[src/rtl/dft_frame_sequencer_if.sv]
// Sample-stream and engine-side bundle for dft_frame_sequencer.
// master = sample source / engine side, slave = the sequencer.
interface dft_frame_sequencer_if #(
  parameter int DIN_WIDTH       = 16,
  parameter int PARALLEL_INPUTS = 2
);
  localparam int LW = DIN_WIDTH * PARALLEL_INPUTS;

  logic          sync_in;
  logic [LW-1:0] din_re;
  logic [LW-1:0] din_im;
  logic          din_valid;
  logic [LW-1:0] dft_din_re;
  logic [LW-1:0] dft_din_im;
  logic          dft_din_valid;
  logic          dft_rst;
  logic [31:0]   delay_line;
  logic          dft_dout_valid;

  modport master (
    output sync_in, din_re, din_im, din_valid, dft_dout_valid,
    input  dft_din_re, dft_din_im, dft_din_valid, dft_rst, delay_line
  );

  modport slave (
    input  sync_in, din_re, din_im, din_valid, dft_dout_valid,
    output dft_din_re, dft_din_im, dft_din_valid, dft_rst, delay_line
  );
endinterface

[src/rtl/dft_frame_sequencer.sv]
// Frame-level run controller in front of the DFT bin engine: sync alignment, frame gating, result tracking.
// Optional mid-frame sync detection is enabled with `define DFT_SEQ_SYNC_CHECK_EN.
module dft_frame_sequencer #(
  parameter int DIN_WIDTH       = 16,
  parameter int PARALLEL_INPUTS = 2,
  parameter int DFT_LEN         = 128,
  parameter int MIN_LEN         = 4,
  parameter int FRAME_CNT_WIDTH = 16,
  parameter int FLUSH_TIMEOUT   = 64
) (
  input  logic                       clk,
  input  logic                       rst,
  input  logic                       start,
  input  logic                       stop,
  input  logic [31:0]                cfg_len_m1,
  input  logic [FRAME_CNT_WIDTH-1:0] cfg_frames,
  dft_frame_sequencer_if.slave       bus,
  output logic                       busy,
  output logic                       done,
  output logic [FRAME_CNT_WIDTH-1:0] frame_cnt,
  output logic [FRAME_CNT_WIDTH-1:0] result_cnt,
  output logic                       err_cfg,
  output logic                       err_timeout,
  output logic                       sync_err
);
  localparam int FW = FRAME_CNT_WIDTH;
  localparam int LW = DIN_WIDTH * PARALLEL_INPUTS;
  localparam int SW = (DFT_LEN > 2) ? $clog2(DFT_LEN) : 1;
  localparam int TW = (FLUSH_TIMEOUT > 1) ? $clog2(FLUSH_TIMEOUT + 1) : 1;
  localparam logic [31:0]   LEN_MIN = 32'(MIN_LEN - 1);
  localparam logic [31:0]   LEN_MAX = 32'(DFT_LEN - 1);
  localparam logic [TW-1:0] TMO     = TW'(FLUSH_TIMEOUT);

  typedef enum logic [1:0] {IDLE, ARMED, RUN, FLUSH} state_t;

  function automatic logic [FW-1:0] sat_inc(input logic [FW-1:0] v);
    return (&v) ? v : v + FW'(1);
  endfunction

  state_t        state;
  logic [31:0]   len_q;
  logic [FW-1:0] frames_q;
  logic [SW-1:0] samp_cnt;
  logic [TW-1:0] flush_cnt;
  logic          stop_pend;
  logic          dft_rst_q;
  logic [LW-1:0] re_p1;
  logic [LW-1:0] im_p1;
  logic          vld_p1;

  logic          cfg_ok;
  logic          gate;
  logic          wrap;
  logic          last_frame;
  logic [FW-1:0] frame_inc;
  logic [FW-1:0] rc_n;
  logic [TW-1:0] fc_n;

  always_comb begin
    cfg_ok     = (cfg_len_m1 >= LEN_MIN) && (cfg_len_m1 <= LEN_MAX);
    // A stop in ARMED aborts the run, so the coincident sync sample is not passed on.
    gate       = (state == RUN) || ((state == ARMED) && bus.sync_in && !stop);
    wrap       = (state == RUN) && bus.din_valid && (samp_cnt == len_q[SW-1:0]);
    frame_inc  = sat_inc(frame_cnt);
    last_frame = (frames_q != '0) && (frame_inc == frames_q);
    rc_n       = (((state == RUN) || (state == FLUSH)) && bus.dft_dout_valid)
                 ? sat_inc(result_cnt) : result_cnt;
    fc_n       = flush_cnt + TW'(1);
  end

  // Stage p1: sample register toward the engine
  always_ff @(posedge clk) begin
    if (rst) begin
      re_p1  <= '0;
      im_p1  <= '0;
      vld_p1 <= 1'b0;
    end else begin
      re_p1  <= bus.din_re;
      im_p1  <= bus.din_im;
      vld_p1 <= bus.din_valid && gate;
    end
  end

  assign bus.dft_din_re    = re_p1;
  assign bus.dft_din_im    = im_p1;
  assign bus.dft_din_valid = vld_p1;
  assign bus.dft_rst       = dft_rst_q;
  assign bus.delay_line    = len_q;

  // done is raised one edge early so it is visible on the last FLUSH cycle.
  always_ff @(posedge clk) begin
    if (rst) begin
      state       <= IDLE;
      busy        <= 1'b0;
      done        <= 1'b0;
      dft_rst_q   <= 1'b0;
      len_q       <= LEN_MAX;
      frames_q    <= '0;
      samp_cnt    <= '0;
      flush_cnt   <= '0;
      stop_pend   <= 1'b0;
      frame_cnt   <= '0;
      result_cnt  <= '0;
      err_cfg     <= 1'b0;
      err_timeout <= 1'b0;
    end else begin
      done       <= 1'b0;
      dft_rst_q  <= 1'b0;
      result_cnt <= rc_n;
      case (state)
        IDLE: begin
          if (start) begin
            if (cfg_ok) begin
              len_q       <= cfg_len_m1;
              frames_q    <= cfg_frames;
              frame_cnt   <= '0;
              result_cnt  <= '0;
              samp_cnt    <= '0;
              stop_pend   <= 1'b0;
              err_cfg     <= 1'b0;
              err_timeout <= 1'b0;
              dft_rst_q   <= 1'b1;
              busy        <= 1'b1;
              state       <= ARMED;
            end else begin
              err_cfg <= 1'b1;
            end
          end
        end
        ARMED: begin
          if (stop) begin
            busy  <= 1'b0;
            state <= IDLE;
          end else if (bus.sync_in && bus.din_valid) begin
            samp_cnt <= SW'(1);
            state    <= RUN;
          end
        end
        RUN: begin
          if (stop) stop_pend <= 1'b1;
          if (wrap) begin
            samp_cnt  <= '0;
            frame_cnt <= frame_inc;
            if (last_frame || stop_pend || stop) begin
              stop_pend <= 1'b0;
              flush_cnt <= '0;
              state     <= FLUSH;
              if ((rc_n == frame_inc) || (TMO == '0)) begin
                done        <= 1'b1;
                err_timeout <= (rc_n != frame_inc);
              end
            end
          end else if (bus.din_valid) begin
            samp_cnt <= samp_cnt + SW'(1);
          end
        end
        FLUSH: begin
          if (done) begin
            busy  <= 1'b0;
            state <= IDLE;
          end else begin
            flush_cnt <= fc_n;
            if ((rc_n == frame_cnt) || (fc_n == TMO)) begin
              done <= 1'b1;
              if (rc_n != frame_cnt) err_timeout <= 1'b1;
            end
          end
        end
        default: state <= IDLE;
      endcase
    end
  end

`ifdef DFT_SEQ_SYNC_CHECK_EN
  always_ff @(posedge clk) begin
    if (rst) begin
      sync_err <= 1'b0;
    end else if ((state == IDLE) && start && cfg_ok) begin
      sync_err <= 1'b0;
    end else if ((state == RUN) && bus.din_valid && bus.sync_in && (samp_cnt != '0)) begin
      sync_err <= 1'b1;
    end
  end
`else
  assign sync_err = 1'b0;
`endif

endmodule

[src/flat_wrapper.sv]
// flat-port wrapper written by rule: the top's interface ports become plain ports
module dft_frame_sequencer_flat 
#(
  parameter int DIN_WIDTH       = 16,
  parameter int PARALLEL_INPUTS = 2,
  parameter int DFT_LEN         = 128,
  parameter int MIN_LEN         = 4,
  parameter int FRAME_CNT_WIDTH = 16,
  parameter int FLUSH_TIMEOUT   = 64
)
  (clk, rst, start, stop, cfg_len_m1, cfg_frames, busy, done, frame_cnt, result_cnt, err_cfg, err_timeout, sync_err, bus_sync_in, bus_din_re, bus_din_im, bus_din_valid, bus_dft_dout_valid, bus_dft_din_re, bus_dft_din_im, bus_dft_din_valid, bus_dft_rst, bus_delay_line);
  dft_frame_sequencer_if #(.DIN_WIDTH(DIN_WIDTH), .PARALLEL_INPUTS(PARALLEL_INPUTS)) bus_i ();
  input  logic clk;
  input  logic rst;
  input  logic start;
  input  logic stop;
  input  logic [31:0] cfg_len_m1;
  input  logic [FRAME_CNT_WIDTH-1:0] cfg_frames;
  output logic busy;
  output logic done;
  output logic [FRAME_CNT_WIDTH-1:0] frame_cnt;
  output logic [FRAME_CNT_WIDTH-1:0] result_cnt;
  output logic err_cfg;
  output logic err_timeout;
  output logic sync_err;
  input wire logic [$bits(bus_i.sync_in)-1:0] bus_sync_in;
  input wire logic [$bits(bus_i.din_re)-1:0] bus_din_re;
  input wire logic [$bits(bus_i.din_im)-1:0] bus_din_im;
  input wire logic [$bits(bus_i.din_valid)-1:0] bus_din_valid;
  input wire logic [$bits(bus_i.dft_dout_valid)-1:0] bus_dft_dout_valid;
  output wire logic [$bits(bus_i.dft_din_re)-1:0] bus_dft_din_re;
  output wire logic [$bits(bus_i.dft_din_im)-1:0] bus_dft_din_im;
  output wire logic [$bits(bus_i.dft_din_valid)-1:0] bus_dft_din_valid;
  output wire logic [$bits(bus_i.dft_rst)-1:0] bus_dft_rst;
  output wire logic [$bits(bus_i.delay_line)-1:0] bus_delay_line;
  assign bus_i.sync_in = bus_sync_in;
  assign bus_i.din_re = bus_din_re;
  assign bus_i.din_im = bus_din_im;
  assign bus_i.din_valid = bus_din_valid;
  assign bus_i.dft_dout_valid = bus_dft_dout_valid;
  assign bus_dft_din_re = bus_i.dft_din_re;
  assign bus_dft_din_im = bus_i.dft_din_im;
  assign bus_dft_din_valid = bus_i.dft_din_valid;
  assign bus_dft_rst = bus_i.dft_rst;
  assign bus_delay_line = bus_i.delay_line;
  dft_frame_sequencer #(.DIN_WIDTH(DIN_WIDTH), .PARALLEL_INPUTS(PARALLEL_INPUTS), .DFT_LEN(DFT_LEN), .MIN_LEN(MIN_LEN), .FRAME_CNT_WIDTH(FRAME_CNT_WIDTH), .FLUSH_TIMEOUT(FLUSH_TIMEOUT)) u_core (.clk(clk), .rst(rst), .start(start), .stop(stop), .cfg_len_m1(cfg_len_m1), .cfg_frames(cfg_frames), .bus(bus_i), .busy(busy), .done(done), .frame_cnt(frame_cnt), .result_cnt(result_cnt), .err_cfg(err_cfg), .err_timeout(err_timeout), .sync_err(sync_err));
endmodule
[config.mk]
export PLATFORM = sky130hd
export DESIGN_NAME = dft_frame_sequencer_flat
export DESIGN_NICKNAME = d
export VERILOG_FILES = /design/src/rtl/dft_frame_sequencer_if.sv /design/src/rtl/dft_frame_sequencer.sv /design/src/flat_wrapper.sv
export SDC_FILE = /design/constraint.sdc
export NUM_CORES = 1
export LEC_CHECK = 0
export ABC_CLOCK_PERIOD_IN_PS = 3900
export CAP_MARGIN = 20
export CORE_MARGIN = 3
export CORE_UTILIZATION = 48
export CTS_CLUSTER_DIAMETER = 30
export DETAILED_ROUTE_END_ITERATION = 8
export GPL_ROUTABILITY_DRIVEN = 0
export PLACE_DENSITY = 0.88
export SYNTH_ARGS = -nofsm -noshare
export SYNTH_HDL_FRONTEND = slang
export SYNTH_SLANG_ARGS = --single-unit
[constraint.sdc]
create_clock -name clk -period 3.9 [get_ports clk]
set_input_delay 0.78 -clock clk [delete_from_list [all_inputs] [get_ports clk]]
set_output_delay 0.78 -clock clk [all_outputs]
set_load 0.03 [all_outputs]
==> flow_summary.json <==
{
  "crit_type": "reg2reg",
  "clock_tree.root_cell": "clkbuf_16",
  "synth_top_area_share_pct": 39.9,
  "synth_warnings": 0,
  "drive_above_1_share_pct": 8.74,
  "synth_seq_cells": 167,
  "avgSynthCellArea_sq_um": 8.71,
  "p_leak_uw": 0.00432,
  "rsz0062_at_grt": "no",
  "end_kind": "flip-flop",
  "cts_num_sinks": 167,
  "finalSetupViolCount": 0,
  "antennaDiodeCount": 0,
  "synthTopCellsByArea": "dfxtp_1 (40%), nor2b_1 (5.6%), nand2_1 (4.2%)",
  "synthArstFlopShare_pct": 0,
  "setup_ws_ns": 0.435,
  "fin_tns_setup_ns": 0,
  "cts-buffers-inserted": 17,
  "holdPathStages": 1,
  "drc": 0,
  "grt_antenna_before_repair": 0,
  "grt_pass1_wl_mm": 43.7,
  "yosysTopAreaCell": "dfxtp_1",
  "critical_path.max_fanout": 12,
  "syn2layout_area_growth_pct": 39.7,
  "yosysSeqAreaShare_pct": 39.9,
  "ctsHoldBuffers": 0,
  "syn-num-nets": 1090,
  "clk_pin_slew_ns": 0.07,
  "wire_per_inst_um": 19.1,
  "io_buffers": 252,
  "grt_pass1_vias": 8228,
  "mostFrequentLayoutCell": "clkdlybuf4s50_1",
  "chipWidth_um": 138,
  "multi_input_area_sq_um": 4650,
  "use_met2_pct": 48.1,
  "nFillCells": 1360,
  "clk_latency_ns": 0.43,
  "tightest_slew_ns": 0.773,
  "critPathLaunchType": "flip-flop",
  "min_path_type": "reg2reg",
  "layout.nets": 1329,
  "hold_violations": 0,
  "core_sq_um": 16800,
  "run_status": "finished, final reports clean",
  "ant_nets": 0,
  "irDropWorstVdd_mv": 0.395,
  "postCtsSetupRepairBufs": 0,
  "htreeDepth": 4,
  "cp.required_ns": 4.24,
  "timing.final.max_slew_violations": 0,
  "synth_area_sq_um": 8370,
  "grt.busiest_layer": "met2",
  "fp-row-count": 47,
  "vias": 8336,
  "post-place-ws_ns": 0.322,
  "synth_cells": 962,
  "dieArea_sq_um": 19100,
  "slew-limit-headroom_pct": 48.5,
  "tritoncts": "yes",
  "worst-r2r-cell-count": 9,
  "max_freq_mhz": 289,
  "die_h_um": 138,
  "synth.distinct_cells": 84,
  "mostFrequentLayoutCells": "clkdlybuf4s50_1 (251), dfxtp_1 (167), nand2_1 (93)",
  "cp.arrival_ns": 3.80,
  "grt.total_usage_pct": 28.1,
  "fin_crit_ns": 3.47,
  "final_area_sq_um": 11700,
  "period_share_pct": 88.9,
  "clockBufferDepth": 2,
  "synth_edf_count": 0,
  "io_pins": 254,
  "cts_resized": 0,
  "use_met3_pct": 10.3,
  "skew_ns": 0.00742,
  "grt_max_degree": 47,
  "vias_per_cell": 5.82,
  "finalWirelength_mm": 27.4,
  "placed_cell_area_sq_um": 11100,
  "first_pass_iters": 8,
  "hpwl_mm": 20.8,
  "drt_iter0_drc": 826,
  "grt.overflow.total": 0,
  "initial_core_util_pct": 49.8,
  "power.density_nw_per_um2": 327,
  "synthFlopType": "dfxtp_1",
  "seqCellArea_sq_um": 3340,
  "use_met1_pct": 31.8,
  "cap_violations": 0
}
==> layout make-up <==
cell class	instances	share of cell area [%]
inverters	17	0.546
repair buffers	287	23.8
flip-flops and latches	167	28.6
clock inverters	14	1.36
multi-input cells	711	39.7
well taps	220	2.35
clock buffers	17	3.64
==> critical path, cell delays in order (launching register included) <==
cell       delay [ns]
dfxtp_1          0.70
nand4_4          0.35
nor3_1           0.49
mux2i_1          0.42
o22a_1           0.21
o2111ai_1        0.15
nor4_4           0.29
a21oi_1          0.18
a21o_1           0.29
o41ai_2          0.28
==> synthesized netlist by cell type (all sizes together), types with 5 or more instances <==
cell type and n:
a211oi 5, xor2 20, o41ai 7, nand4 31
or3 8, and3 14, and4 8, nand3 31
nand2b 7, nor2b 75, nor3b 8, nor4 28
o31ai 5, clkbuf 36, and2 35, ha 9
buf 31, nand3b 10, nor2 68, nand2 93
nor4b 6, a21o 5, a21oi 57, dfxtp 167
mux2i 9, o211ai 7, nor3 22, o21ai 37
xnor2 34, inv 17, a31oi 8
==> per-stage QoR <==
stage,utilization (%),cells,hold slack [ns],total power (uW)
5_1_grt,69.6,1433,0.478,3960
2_1_floorplan,-,962,0.438,1960
4_1_cts,69.6,1433,0.465,3840
3_3_place_gp,66.1,1402,0.441,2180
6_report,69.6,1433,0.461,3830
3_5_place_dp,66.1,1402,0.444,2190
==> per-layer routing <==
| layer | routed length [um] | share of wire [%] |
|---|---|---|
| met1 | 10200 | 37 |
| met2 | 13300 | 48 |
| met3 | 2840 | 10 |
| met4 | 1100 | 4.0 |
| met5 | 0 | 0 |
==> flip-flops by register name (all words and copies together), names as in the netlist, named ones only <==
signal / count
u_core.samp_cnt: 7
u_core.flush_cnt: 7
u_core.bus.dft_din_re: 32
u_core.err_cfg: 1
u_core.bus.dft_din_valid: 1
u_core.bus.dft_rst: 1
u_core.frame_cnt: 16
u_core.state: 1
u_core.result_cnt: 16
u_core.bus.delay_line: 32
u_core.done: 1
u_core.err_timeout: 1
u_core.stop_pend: 1
u_core.busy: 1
u_core.bus.dft_din_im: 32
u_core.frames_q: 16
==> logic make-up (layout without fill, tap and decap cells) <==
| logic type | count (synthesis) | after routing | synth area share, % |
|---|---|---|---|
| and+or+nand+nor | 455 | 455 | 31.8 |
| AOI/OAI and AO/OA | 178 | 178 | 14.4 |
| DFF | 167 | 167 | 39.9 |
| buffers and inverters | 84 | 335 | 4.57 |
| xor gates and xnor gates | 57 | 57 | 6.56 |
| muxes | 11 | 11 | 1.34 |
| adders and majority gates | 9 | 9 | 1.34 |
| other | 1 | 1 | 0.0448 |
==> where the power goes <==
| part | internal [uW] | switching (uW) |
|---|---|---|
| Sequential | 1740 | 13.1 |
| Clock | 908 | 773 |
| Combinational | 207 | 187 |
| Total | 2860 | 973 |
==> worst paths after layout <==
check                                          startpoint                        end  slack [ns]
worst max-delay path                  u_core.frame_cnt[5]        u_core.flush_cnt[3]        0.43
worst min-delay path            u_core.bus.delay_line[16]  u_core.bus.delay_line[16]        0.46
worst max register to register        u_core.frame_cnt[5]        u_core.flush_cnt[3]        0.43
worst min register to register  u_core.bus.delay_line[16]  u_core.bus.delay_line[16]        0.46
No activity file was read; power rests on OpenSTA's default activity.
